==> src/rtl/bus_arbiter_if.sv <==
// bus_arbiter_if: the two requester ports and the shared-bus port of bus_arbiter.
// slave is the arbiter's view of the bundle; master is the view of the masters and the bus.
`default_nettype none

interface bus_arbiter_if;
  logic        m0_req;
  logic [31:0] m0_addr;
  logic [31:0] m0_wdata;
  logic [3:0]  m0_wstrb;
  logic        m0_lock;
  logic        m0_ready;
  logic [31:0] m0_rdata;

  logic        m1_req;
  logic [31:0] m1_addr;
  logic [31:0] m1_wdata;
  logic [3:0]  m1_wstrb;
  logic        m1_lock;
  logic        m1_ready;
  logic [31:0] m1_rdata;

  logic [31:0] s_addr;
  logic [31:0] s_wdata;
  logic [3:0]  s_wstrb;
  logic        s_rstrb;
  logic [31:0] s_rdata;

  logic [1:0]  gnt;
  logic        busy;

  modport slave (
    input  m0_req, m0_addr, m0_wdata, m0_wstrb, m0_lock,
    output m0_ready, m0_rdata,
    input  m1_req, m1_addr, m1_wdata, m1_wstrb, m1_lock,
    output m1_ready, m1_rdata,
    output s_addr, s_wdata, s_wstrb, s_rstrb,
    input  s_rdata,
    output gnt, busy
  );

  modport master (
    output m0_req, m0_addr, m0_wdata, m0_wstrb, m0_lock,
    input  m0_ready, m0_rdata,
    output m1_req, m1_addr, m1_wdata, m1_wstrb, m1_lock,
    input  m1_ready, m1_rdata,
    input  s_addr, s_wdata, s_wstrb, s_rstrb,
    output s_rdata,
    input  gnt, busy
  );
endinterface

`default_nettype wire

==> src/rtl/bus_arbiter.sv <==
// ============================================================================
// Module   : bus_arbiter
// Purpose  : Round-robin two-master arbiter for the shared local bus; one
//            strobe per transfer, one-cycle ready pulse back to the owner.
//            Optional macro BUS_ARB_LOCK_EN enables locked back-to-back bursts.
// Revision : 1.0 - initial release
// ============================================================================
`default_nettype none

module bus_arbiter #(
  parameter int RD_LATENCY = 1
) (
  input  logic         clk,
  input  logic         rst,
  bus_arbiter_if.slave bus
);

  typedef enum logic [1:0] {
    ST_IDLE   = 2'd0,
    ST_ACCESS = 2'd1,
    ST_WAIT   = 2'd2,
    ST_RESP   = 2'd3
  } state_t;

  localparam logic [3:0] c_WAIT_INIT = 4'(RD_LATENCY - 1);

  state_t      r_state, w_state_nxt;
  logic [1:0]  r_gnt, w_gnt_nxt;
  logic        r_last, w_last_nxt;
  logic [3:0]  r_cnt, w_cnt_nxt;
  logic        r_is_rd, w_is_rd_nxt;

  logic        w_sel;
  logic [31:0] w_sel_addr;
  logic [31:0] w_sel_wdata;
  logic [3:0]  w_sel_wstrb;
  logic        w_lock_hold;

  logic [31:0] w_s_addr;
  logic [31:0] w_s_wdata;
  logic [3:0]  w_s_wstrb;
  logic        w_s_rstrb;
  logic [1:0]  w_ready;
  logic [31:0] w_rdata;

  // Owner fields are taken straight from the master, which holds them until ready
  assign w_sel       = r_gnt[1];
  assign w_sel_addr  = w_sel ? bus.m1_addr  : bus.m0_addr;
  assign w_sel_wdata = w_sel ? bus.m1_wdata : bus.m0_wdata;
  assign w_sel_wstrb = w_sel ? bus.m1_wstrb : bus.m0_wstrb;

`ifdef BUS_ARB_LOCK_EN
  logic w_sel_req;
  logic w_sel_lock;
  assign w_sel_req   = w_sel ? bus.m1_req  : bus.m0_req;
  assign w_sel_lock  = w_sel ? bus.m1_lock : bus.m0_lock;
  assign w_lock_hold = w_sel_req & w_sel_lock;
`else
  logic w_unused_lock;
  assign w_unused_lock = ^{bus.m0_lock, bus.m1_lock};
  assign w_lock_hold   = 1'b0;
`endif

  always_ff @(posedge clk) begin
    if (rst) begin
      r_state <= ST_IDLE;
      r_gnt   <= 2'b00;
      r_last  <= 1'b1;
      r_cnt   <= 4'd0;
      r_is_rd <= 1'b0;
    end else begin
      r_state <= w_state_nxt;
      r_gnt   <= w_gnt_nxt;
      r_last  <= w_last_nxt;
      r_cnt   <= w_cnt_nxt;
      r_is_rd <= w_is_rd_nxt;
    end
  end

  always_comb begin
    w_state_nxt = r_state;
    w_gnt_nxt   = r_gnt;
    w_last_nxt  = r_last;
    w_cnt_nxt   = r_cnt;
    w_is_rd_nxt = r_is_rd;
    w_s_addr    = 32'd0;
    w_s_wdata   = 32'd0;
    w_s_wstrb   = 4'd0;
    w_s_rstrb   = 1'b0;
    w_ready     = 2'b00;
    w_rdata     = 32'd0;

    case (r_state)
      ST_IDLE: begin
        // On contention the master that did not win last time goes first
        if (bus.m0_req && (!bus.m1_req || r_last)) begin
          w_gnt_nxt   = 2'b01;
          w_last_nxt  = 1'b0;
          w_state_nxt = ST_ACCESS;
        end else if (bus.m1_req) begin
          w_gnt_nxt   = 2'b10;
          w_last_nxt  = 1'b1;
          w_state_nxt = ST_ACCESS;
        end
      end

      ST_ACCESS: begin
        w_s_addr  = w_sel_addr;
        w_s_wdata = w_sel_wdata;
        if (w_sel_wstrb != 4'd0) begin
          w_s_wstrb   = w_sel_wstrb;
          w_is_rd_nxt = 1'b0;
          w_state_nxt = ST_RESP;
        end else begin
          w_s_rstrb   = 1'b1;
          w_is_rd_nxt = 1'b1;
          if (RD_LATENCY == 1) begin
            w_state_nxt = ST_RESP;
          end else begin
            w_cnt_nxt   = c_WAIT_INIT;
            w_state_nxt = ST_WAIT;
          end
        end
      end

      ST_WAIT: begin
        if (r_cnt <= 4'd1) begin
          w_state_nxt = ST_RESP;
        end else begin
          w_cnt_nxt = r_cnt - 4'd1;
        end
      end

      ST_RESP: begin
        w_ready = r_gnt;
        w_rdata = r_is_rd ? bus.s_rdata : 32'd0;
        if (w_lock_hold) begin
          w_state_nxt = ST_ACCESS;
        end else begin
          w_gnt_nxt   = 2'b00;
          w_state_nxt = ST_IDLE;
        end
      end

      default: begin
        w_gnt_nxt   = 2'b00;
        w_state_nxt = ST_IDLE;
      end
    endcase
  end

  assign bus.s_addr   = w_s_addr;
  assign bus.s_wdata  = w_s_wdata;
  assign bus.s_wstrb  = w_s_wstrb;
  assign bus.s_rstrb  = w_s_rstrb;
  assign bus.m0_ready = w_ready[0];
  assign bus.m1_ready = w_ready[1];
  assign bus.m0_rdata = w_ready[0] ? w_rdata : 32'd0;
  assign bus.m1_rdata = w_ready[1] ? w_rdata : 32'd0;
  assign bus.gnt      = r_gnt;
  assign bus.busy     = (r_state != ST_IDLE);

endmodule

`default_nettype wire

==> src/flat_wrapper.sv <==
// flat-port wrapper written by rule: the top's interface ports become plain ports
module bus_arbiter_flat 
#(
  parameter int RD_LATENCY = 1
)
  (clk, rst, bus_m0_req, bus_m0_addr, bus_m0_wdata, bus_m0_wstrb, bus_m0_lock, bus_m0_ready, bus_m0_rdata, bus_m1_req, bus_m1_addr, bus_m1_wdata, bus_m1_wstrb, bus_m1_lock, bus_m1_ready, bus_m1_rdata, bus_s_addr, bus_s_wdata, bus_s_wstrb, bus_s_rstrb, bus_s_rdata, bus_gnt, bus_busy);
  bus_arbiter_if bus_i ();
  input  logic clk;
  input  logic rst;
  input wire logic [$bits(bus_i.m0_req)-1:0] bus_m0_req;
  input wire logic [$bits(bus_i.m0_addr)-1:0] bus_m0_addr;
  input wire logic [$bits(bus_i.m0_wdata)-1:0] bus_m0_wdata;
  input wire logic [$bits(bus_i.m0_wstrb)-1:0] bus_m0_wstrb;
  input wire logic [$bits(bus_i.m0_lock)-1:0] bus_m0_lock;
  output wire logic [$bits(bus_i.m0_ready)-1:0] bus_m0_ready;
  output wire logic [$bits(bus_i.m0_rdata)-1:0] bus_m0_rdata;
  input wire logic [$bits(bus_i.m1_req)-1:0] bus_m1_req;
  input wire logic [$bits(bus_i.m1_addr)-1:0] bus_m1_addr;
  input wire logic [$bits(bus_i.m1_wdata)-1:0] bus_m1_wdata;
  input wire logic [$bits(bus_i.m1_wstrb)-1:0] bus_m1_wstrb;
  input wire logic [$bits(bus_i.m1_lock)-1:0] bus_m1_lock;
  output wire logic [$bits(bus_i.m1_ready)-1:0] bus_m1_ready;
  output wire logic [$bits(bus_i.m1_rdata)-1:0] bus_m1_rdata;
  output wire logic [$bits(bus_i.s_addr)-1:0] bus_s_addr;
  output wire logic [$bits(bus_i.s_wdata)-1:0] bus_s_wdata;
  output wire logic [$bits(bus_i.s_wstrb)-1:0] bus_s_wstrb;
  output wire logic [$bits(bus_i.s_rstrb)-1:0] bus_s_rstrb;
  input wire logic [$bits(bus_i.s_rdata)-1:0] bus_s_rdata;
  output wire logic [$bits(bus_i.gnt)-1:0] bus_gnt;
  output wire logic [$bits(bus_i.busy)-1:0] bus_busy;
  assign bus_i.m0_req = bus_m0_req;
  assign bus_i.m0_addr = bus_m0_addr;
  assign bus_i.m0_wdata = bus_m0_wdata;
  assign bus_i.m0_wstrb = bus_m0_wstrb;
  assign bus_i.m0_lock = bus_m0_lock;
  assign bus_m0_ready = bus_i.m0_ready;
  assign bus_m0_rdata = bus_i.m0_rdata;
  assign bus_i.m1_req = bus_m1_req;
  assign bus_i.m1_addr = bus_m1_addr;
  assign bus_i.m1_wdata = bus_m1_wdata;
  assign bus_i.m1_wstrb = bus_m1_wstrb;
  assign bus_i.m1_lock = bus_m1_lock;
  assign bus_m1_ready = bus_i.m1_ready;
  assign bus_m1_rdata = bus_i.m1_rdata;
  assign bus_s_addr = bus_i.s_addr;
  assign bus_s_wdata = bus_i.s_wdata;
  assign bus_s_wstrb = bus_i.s_wstrb;
  assign bus_s_rstrb = bus_i.s_rstrb;
  assign bus_i.s_rdata = bus_s_rdata;
  assign bus_gnt = bus_i.gnt;
  assign bus_busy = bus_i.busy;
  bus_arbiter #(.RD_LATENCY(RD_LATENCY)) u_core (.clk(clk), .rst(rst), .bus(bus_i));
endmodule
==> config.mk <==
export PLATFORM = sky130hd
export DESIGN_NAME = bus_arbiter_flat
export DESIGN_NICKNAME = d
export VERILOG_FILES = /design/src/rtl/bus_arbiter_if.sv /design/src/rtl/bus_arbiter.sv /design/src/flat_wrapper.sv
export SDC_FILE = /design/constraint.sdc
export NUM_CORES = 1
export LEC_CHECK = 0
export BUFFER_PORTS_ARGS = -buffer_cell sky130_fd_sc_hd__buf_2
export CAP_MARGIN = 0
export CORE_AREA = 5 5 118 120
export DETAILED_ROUTE_END_ITERATION = 16
export DIE_AREA = 0 0 123 125
export HOLD_SLACK_MARGIN = 0.02
export PLACE_DENSITY_LB_ADDON = 0.05
export SYNTH_ARGS = -nofsm -noshare
export SYNTH_HDL_FRONTEND = slang
export SYNTH_SLANG_ARGS = --single-unit
==> constraint.sdc <==
create_clock -name clk -period 1.5 [get_ports clk]
set_clock_uncertainty 0.1 [all_clocks]
set_input_delay 0.375 -clock clk [delete_from_list [all_inputs] [get_ports clk]]
set_output_delay 0.375 -clock clk [all_outputs]
set_load 0.005 [all_outputs]
## Yosys cells after proc, flatten, opt, wreduce, memory -nomap -nowiden

Cells that the tools add are included.

- Multiply operators: 0
- Add/subtract/negate cells: 1
- Equality and inequality tests: 5
- Reduce and logical (&&, ||, !) cells: 12
- Muxes and demuxes: 23
- Shifts and indexed selects: 0
- $lt $le $gt $ge: 1
- Bitwise gates (word level): 1
- Div/mod/pow operators: 0

Operator list:

| operator | number |
|---|---|
| 32-bit two-way mux | 8 |
| 2-bit two-way mux | 6 |
| 4-bit two-way mux | 3 |
| 2-bit case mux with 4 select lines | 1 |
| 2-bit AND reduction | 4 |
| 2-bit nonzero test | 3 |
| 2-bit == test, second input constant | 2 |
| 4-bit by 1-bit <= comparator with 1-bit output, second input constant | 1 |
| 1-bit two-way mux | 4 |
| 2-bit case mux with 2 select lines | 1 |
| 4-bit nonzero test | 1 |
| 4-bit by 1-bit subtractor with 4-bit output, second input constant | 1 |
| 3-bit by 2-bit inequality test with 1-bit output, second input constant | 1 |
| 2-bit by 1-bit == test with 1-bit output, second input constant | 1 |
| 2-bit logical NOT | 1 |
| 2-bit by 1-bit inequality test with 1-bit output, second input constant | 1 |
| 1-bit logical AND | 1 |
| 1-bit logical NOT | 1 |
| 1-bit logical OR | 1 |
| 1-bit NOT | 1 |

- Output and inout bits: 138
- Register bits: 10
- Memory bits (writable): 0
- ROM bits: 0
- Latch bits: 0
- Memories kept: 0

## Longest topological paths before layout

Gate-level depths: netlist of the first run.

- Word-level depth: 5
- Gate-level depth with buffers: 6
- Gate-level depth less buffers: 6

## Least setup slack after synthesis of the first run

No wires, ideal clock.

- Path type: reg2out
- Start: reg u_core.r_state[0]
- End: out bus_m0_rdata[10]
- Data arrival time: 1.136 ns
- Path slack: -0.111 ns
- Cell stages (with the launch flop): 5
- Cells stage by stage: dfxtp_1 ha_1 and3_1 clkbuf_1 and2_1

- Word-level cells in the longest chain between the ends: 3
- Elaborated cells on any way between the ends: 4
- Those cells by class: eq/ne (1); mux (3)

RTL lines:

| what | RTL line | text |
|---|---|---|
| start: declaration | bus_arbiter.sv:27 | `state_t r_state, w_state_nxt;` |
| start signal: assignment | bus_arbiter.sv:72 | `r_state <= w_state_nxt;` |
| 2-bit == test (*) | bus_arbiter.sv:93 | `case (r_state)` |
| 32-bit two-way mux / 2-bit two-way mux (equally long branches) | bus_arbiter.sv:93 |  |
| 32-bit two-way mux (*) | bus_arbiter.sv:158 | `assign bus.m0_rdata = w_ready[0] ? w_rdata : 32'd0;` |
| end: declaration | flat_wrapper.sv:16 | `output wire logic [$bits(bus_i.m0_rdata)-1:0] bus_m0_rdata;` |

Mark *: on every way between the ends. The rest lies on a longest branch, timed or not.

## Final worst setup path of the first run

- Start: reg u_core.r_gnt[1], in the netlist u_core.bus.gnt[1]
- End: out bus_s_wdata[15]

- Word-level cells in the longest chain between the ends: 2

RTL lines:

| what | RTL line | text |
|---|---|---|
| start: declaration | bus_arbiter.sv:28 | `logic [1:0] r_gnt, w_gnt_nxt;` |
| start signal: assignment | bus_arbiter.sv:73 | `r_gnt <= w_gnt_nxt;` |
| 32-bit two-way mux | bus_arbiter.sv:49 | `assign w_sel_wdata = w_sel ? bus.m1_wdata : bus.m0_wdata;` |
| 32-bit two-way mux | bus_arbiter.sv:93 |  |
| end: declaration | flat_wrapper.sv:25 | `output wire logic [$bits(bus_i.s_wdata)-1:0] bus_s_wdata;` |

Every way passes these cells.

==> qor.yml, run 1 <==
cts:
  clk_path_buf_depth: 2
  cts.clk_slew.worst_paths_ns: 0.04
  holdBufCountCts: 0
  clkLatencyLatePin_ns: 0.23
  cts_root_buffer: "clkbuf_16"
  cts_tree: "yes"
  cts-buffers-inserted: 3
  htreeDepth: 1
  cts.sinks: 10
synth:
  syn_avg_cell_area_um2: 7.59
  synth.top_cell.area_share: 0.319
  yosysWarningCount: 0
  synth_nets: 465
  yosys_register_bits: 10
  synthTopCellsByCount: "mux2i_1 (69), nor2b_1 (69), and2_1 (66)"
  synth_cells: 285
  ys_seq_area_frac: 0.0926
  synth_edf_count: 0
  synth_ff_type: "dfxtp_1"
  ys_top_cells_by_area: "mux2i_1 (32%), nor2b_1 (20%), and2_1 (19%)"
  async_reset_ff_frac: 0
  ys_types: 28
  yosysTopAreaCell: "mux2i_1"
  synth_area_um2: 2160
floorplanning:
  dieArea_um2: 15400
  num_io_pins: 312
  num_rows: 42
  fp.coreArea_um2: 12900
  start_util: 0.168
  fp.dieW_um: 123
  die_y_um: 125
job:
  maxCapViolCount: 0
layout:
  drive_above_1_share: 0.681
  diodes: 0
  design_area_um2: 4930
  area_delta_synth_final_pct: 128
  nets: 802
  fill_cells: 1340
setup_path:
  path_depth: 5
  path_cells: "buf_12 -> clkbuf_16 -> mux2i_4 -> nor2b_4 -> buf_2"
  r2r_cells: 8
  cp-start-kind: "register"
  crit_type: "reg2out"
  cpPeakStageDelay_ns: 0.38
  r2r_setup_slack_ns: -0.19
  crit_path_start: "u_core.bus.gnt[1]$_SDFFE_PP0P_"
  crit_family: "buffers and inverters"
  critPathBufInv: 3
  critPathSlowestCell: "dfxtp_4"
  reg2reg_from: "u_core.r_state[0]$_SDFFE_PP0P_"
  endpoint_kind: "output pin"
  worstPathMaxFanout: 11
  setup.worst_path.end: "bus_s_wdata[15]"
  required_ns: 1.02
  r2r-end: "u_core.r_state[1]$_SDFFE_PP0P_"
  crit_arrival_ns: 1.37
pwr:
  powerDensity_nw_per_um2: 605
  p_leak_nw: 2.60
  vdd_drop_max_mv: 0.343
  totalPowerFinal_mw: 2.98
place:
  port_buffers: 309
  dp_hpwl_um: 9970
  place_area_um2: 4100
  gp_congestion: 0.763
sta:
  period_share: 1.23
  worst_pin_slew_ns: 0.294
  fmax_mhz: 541
  slew_headroom: 0.802
  hold_slack_ns: 0.357
  drv_slew: 0
  setup_ws_ns: -0.348
  hold_viol_final: 0
  rsz0062_at_grt: "yes"
  period_needed_ns: 1.85
  setup_violations: 146
global_routing:
  grt.overflow.total: 0
  grtUsageTotal: 0.155
  grt_max_degree: 30
  antenna_found_initial: 0
  grt_first_pass_wirelength_um: 18700
  grt_pass1_vias: 3331
routing:
  dr.pass1.iters: 4
  drt-total-wl_um: 13300
  drc: 0
  viasPerCell: 4.12
  wire_per_inst_um: 16.6
  met1_length_um: 4510
  drtIter0Drc: 60
  met3_length_um: 1300
  met2_length_um: 7320
  drtAntennaViolNets: 0
  routed.top_layer: "met4"
  dr_total_vias: 3287
hold_path:
  hp-class: "in2reg"
outcome:
  violations: "setup timing"
  status: "complete, but fails checks"
==> layout make-up <==
type	instances	area, µm²	area share
clock buffers	4	78.8	0.0160
repair buffers	348	2150	0.436
multi-input cells	254	2240	0.454
well taps	176	220	0.0446
inverters	5	28.8	0.00583
flip-flops and latches	10	218	0.0441
==> state kept, by name (all words and copies together) (netlist names) <==
| signal | count |
|---|---|
| u_core.r_state | 2 |
| u_core.r_last | 1 |
| u_core.bus.gnt | 2 |
| u_core.r_cnt | 4 |
| u_core.r_is_rd | 1 |
==> layer usage <==
metal,vias to the layer above,global-route usage
met2,177,0.314
met4,0,0.0267
met1,1475,0.161
met5,-,0
met3,8,0.0357
li1,1627,-
==> power breakdown <==
group	switching [mW]	internal, mW	leakage (nW)	total [mW]
logic	0.886	1.27	2.48	2.15
clock network	0.124	0.356	0.0382	0.480
registers	0.0499	0.298	0.0853	0.348
==> worst register-to-register path: cells and delay by family, from the launching register on <==
kind            cells  cell delay, ns
compound gates      2            0.27
fa+ha+maj           1            0.15
buf+inv             4            0.36
flops               1            0.37
simple gates        1            0.37
==> through the flow <==
stage	cells	utilization	TNS (ns)	worst slack, ns
after floorplan	285	-	-1.18	-0.0196
after global placement	770	0.318	-16.51	-0.207
after detailed placement	770	0.318	-17.79	-0.210
after CTS	794	0.362	-41.18	-0.372
after global routing	797	0.383	-48.12	-0.432
final	797	0.383	-39.40	-0.348
==> worst min-delay path by stage <==
stage                                    from                        endpoint  slack (ns)  cells after the start
2_1_floorplan  u_core.bus.gnt[0]$_SDFFE_PP0P_  u_core.bus.gnt[0]$_SDFFE_PP0P_        0.39                      2
3_3_place_gp      u_core.r_is_rd$_SDFFE_PP0N_     u_core.r_is_rd$_SDFFE_PP0N_        0.43                      2
3_5_place_dp      u_core.r_is_rd$_SDFFE_PP0N_     u_core.r_is_rd$_SDFFE_PP0N_        0.43                      2
4_1_cts                                   rst  u_core.r_state[0]$_SDFFE_PP0P_        0.36                      2
5_1_grt                                   rst  u_core.r_state[0]$_SDFFE_PP0P_        0.38                      2
6_report                                  rst  u_core.r_state[0]$_SDFFE_PP0P_        0.36                      2
==> cell families (layout without fill, tap and decap cells) <==
kind of cell | count (synthesis) | count (layout) | share of synthesized area
XOR/XNOR | 3 | 3 | 0.0122
adder cells (fa/ha/maj) | 6 | 6 | 0.0347
buffers and inverters | 27 | 357 | 0.0515
flip-flops | 10 | 10 | 0.0926
AO/OA/AOI/OAI | 15 | 15 | 0.0446
AND/OR/NAND/NOR | 155 | 161 | 0.445
multiplexers | 69 | 69 | 0.319
==> placed cells by master (no fill, tap or decap), drive strengths merged <==
master,synthesis,layout
o31a,1,1
and3,2,8
nor2b,69,69
nor4,1,1
nand4b,1,1
and2,66,66
nor3,2,2
a31oi,1,1
ha,6,6
a211oi,2,2
xor2,1,1
or3,1,1
buf,8,345
nor3b,1,1
or2,1,1
xnor2,2,2
mux2i,69,69
bufbuf,0,1
a22oi,1,1
a21oi,5,5
nor2,9,9
dfxtp,10,10
clkbuf,14,6
o311a,1,1
inv,5,5
nand2b,1,1
o21ai,3,3
o211ai,1,1
or3b,1,1
==> repair_timing <==
item	in CTS	in global routing
resized for setup	61	48
endpoints found under the setup margin	144	145
pin swaps	45	9
gates cloned	10	2
buffers inserted	11	4
No activity file was read; power rests on OpenSTA's default activity.
==> run 2, diff against run 1 <==
==> constraint.sdc (replaced) <==
create_clock -name clk -period 1.5 [get_ports clk]
set_clock_uncertainty 0.1 [all_clocks]
set_input_delay 0.15 -clock clk [delete_from_list [all_inputs] [get_ports clk]]
set_output_delay 0.15 -clock clk [all_outputs]
set_load 0.005 [all_outputs]
==> run 2 against run 1 <==
  * The run still ends with setup timing left
  * Hold slack got worse by 0.23 ns
  * Register-to-register slack improved by 0.05 ns
  * Setup slack improved by 0.18 ns
  * Largest power group unchanged
  * Largest cell class unchanged
  * Cell count fell by 0.38%
  * Sequential share of layout area fell by 0.21 points
  * Global-route usage fell by 1.2 points
  * Sequential power rose by 4%
  * Die area did not move
==> qor.yml, run 2 (synthesis results as in run 1) <==
outcome:
  status: "complete, but fails checks"
  violations: "setup timing"
routing:
  drtIter0Drc: 62  # +3.3%
  dr.pass1.iters: 4  # unchanged
  viasPerCell: 4.16  # +0.81%
  wire_per_inst_um: 16.7  # +0.21%
  drtAntennaViolNets: 0  # unchanged
  drc: 0  # unchanged
  drt-total-wl_um: 13200  # -0.17%
  dr_total_vias: 3301  # +0.43%
setup_path:
  crit_path_start: "u_core.r_state[1]$_SDFFE_PP0P_"
  path_depth: 6  # +1
  worstPathMaxFanout: 8  # -3
  crit_family: "buffers and inverters"
  cpPeakStageDelay_ns: 0.37  # about the same
  r2r_cells: 6  # -2
  path_cells: "inv_4 -> ha_4 -> buf_12 -> clkbuf_16 -> nor2b_2 -> buf_2"
  crit_type: "reg2out"
  r2r_setup_slack_ns: -0.14  # +0.05 ns
  cp-start-kind: "register"
  endpoint_kind: "output pin"
  required_ns: 1.25  # +0.23 ns
  critPathSlowestCell: "dfxtp_4"
  crit_arrival_ns: 1.42  # +0.05 ns
  critPathBufInv: 4  # +1
  reg2reg_from: "u_core.r_cnt[0]$_SDFFE_PP0P_"
sta:
  hold_slack_ns: 0.124  # -0.233 ns
  setup_ws_ns: -0.169  # +0.178 ns
  drv_slew: 0  # unchanged
  period_share: 1.11  # -0.119
  fmax_mhz: 599  # +11%
  setup_tns_ns: -17.03  # +22.37 ns
  period_needed_ns: 1.67  # -0.178 ns
  rsz0062_at_grt: "yes"
  setup_violations: 135  # -7.5%
  hold_viol_final: 0  # unchanged
  worst_pin_slew_ns: 0.288  # -0.00607 ns
  slew_headroom: 0.806  # +0.00409
cts:
  cts_root_buffer: "clkbuf_16"
  cts-buffers-inserted: 3  # unchanged
  cts.clk_slew.worst_paths_ns: 0.04  # about the same
  clkLatencyLatePin_ns: 0.24  # about the same
  cts.sinks: 10  # unchanged
  clk_path_buf_depth: 2  # unchanged
  cts_tree: "yes"
  htreeDepth: 1  # unchanged
floorplanning:
  fp.dieW_um: 123  # unchanged
  num_rows: 42  # unchanged
  num_io_pins: 312  # unchanged
  dieArea_um2: 15400  # unchanged
  die_y_um: 125  # unchanged
  fp.coreArea_um2: 12900  # unchanged
  start_util: 0.168  # unchanged
pwr:
  switching_share: 0.359  # +0.00379
  powerDensity_nw_per_um2: 605  # about the same
  p_int_mw: 2.01  # +4.4%
  p_leak_nw: 2.66  # +2.4%
  p_switching_mw: 1.13  # +6.1%
  p_clk_frac: 0.155  # -0.006
  p_seq_frac: 0.115  # -0.002
  vdd_drop_max_mv: 0.274  # -20%
  p_comb_frac: 0.730  # +0.008
job:
  maxCapViolCount: 0  # unchanged
layout:
  design_area_um2: 5180  # +4.9%
  diodes: 0  # unchanged
  mostFrequentLayoutCells: "buf_2 (280), mux2i_1 (49), and2_1 (46)"
  area_delta_synth_final_pct: 139
  largest_register_ffs: 4  # unchanged
  largest_register: "u_core.r_cnt"
  fill_cells: 1319  # -1.6%
  nets: 799  # -0.37%
  drive_above_1_share: 0.728  # +0.0470
  layout_commonest_cell: "buf_2"
place:
  dp_hpwl_um: 9630  # -3.4%
  place_ws_ns: -0.0437  # +0.167 ns
  place_area_um2: 4060  # -0.92%
  port_buffers: 309  # unchanged
  gp_congestion: 0.776  # +1.7%
global_routing:
  grt_pass1_vias: 3241  # -2.7%
  antenna_found_initial: 0  # unchanged
  grtUsageTotal: 0.143  # -0.0122
  grt_first_pass_wirelength_um: 17500  # -6.5%
  grt_max_degree: 40  # +33%
  grt.overflow.total: 0  # unchanged
hold_path:
  hp-start: "rst"
  hp-class: "in2reg"
  whs_path_depth: 2  # unchanged
-- run 2: cell count changes in the layout (fill, tap and decap cells not counted), sizes merged --
cell	before	now
buf	345	342
and3	8	6
bufbuf	1	0
clkbuf	6	9
-- run 2: metal layers --
metal / track usage / vias up / part of all wire
met1: 0.137 / 1493 / 0.34
met3: 0.0339 / 4 / 0.097
met2: 0.306 / 183 / 0.56
met5: 0 / - / 0
li1: - / 1621 / -
met4: 0.0150 / 0 / 0.0046
-- run 2: area by class of cell --
cell class	instances	area (µm²)	share of cell area
clock buffer	4	78.8	0.0152
inverter	5	28.8	0.00556
multi-input combinational	252	2380	0.460
sequential	10	218	0.0421
tap	176	220	0.0425
timing repair buffer	347	2250	0.435
-- run 2: power by group through the flow --
stage / Sequential (mW) / Combinational, mW / Clock [mW]
finish: 0.361 / 2.29 / 0.484
global route: 0.369 / 2.46 / 0.513
CTS: 0.359 / 1.71 / 0.498
detailed placement: 0.352 / 1.57 / 0
global placement: 0.350 / 1.57 / 0
floorplan: 0.314 / 0.825 / 0
-- run 2: final timing paths --
path | end
min | u_core.bus.gnt[1]$_SDFFE_PP0P_
min reg2reg | u_core.r_cnt[3]$_SDFFE_PP0P_
max reg2reg | u_core.r_state[0]$_SDFFE_PP0P_
max | bus_s_wdata[10]
-- run 2: stage by stage --
step                power, mW  utilization  cells
detailed placement       1.93        0.315    765
finish                   3.13        0.402    794
global placement         1.92        0.315    765
floorplan                1.14            -    285
CTS                      2.57        0.334    776
global route             3.34        0.402    794
-- run 2: what timing repair did --
| item | in CTS | in global routing |
|---|---|---|
| resized for setup | 32 | 135 |
| hold buffers | 0 | 0 |
| pin swaps | 34 | 35 |
| setup buffers | 5 | 10 |
| gates cloned | 4 | 8 |
| setup endpoints to repair | 137 | 144 |
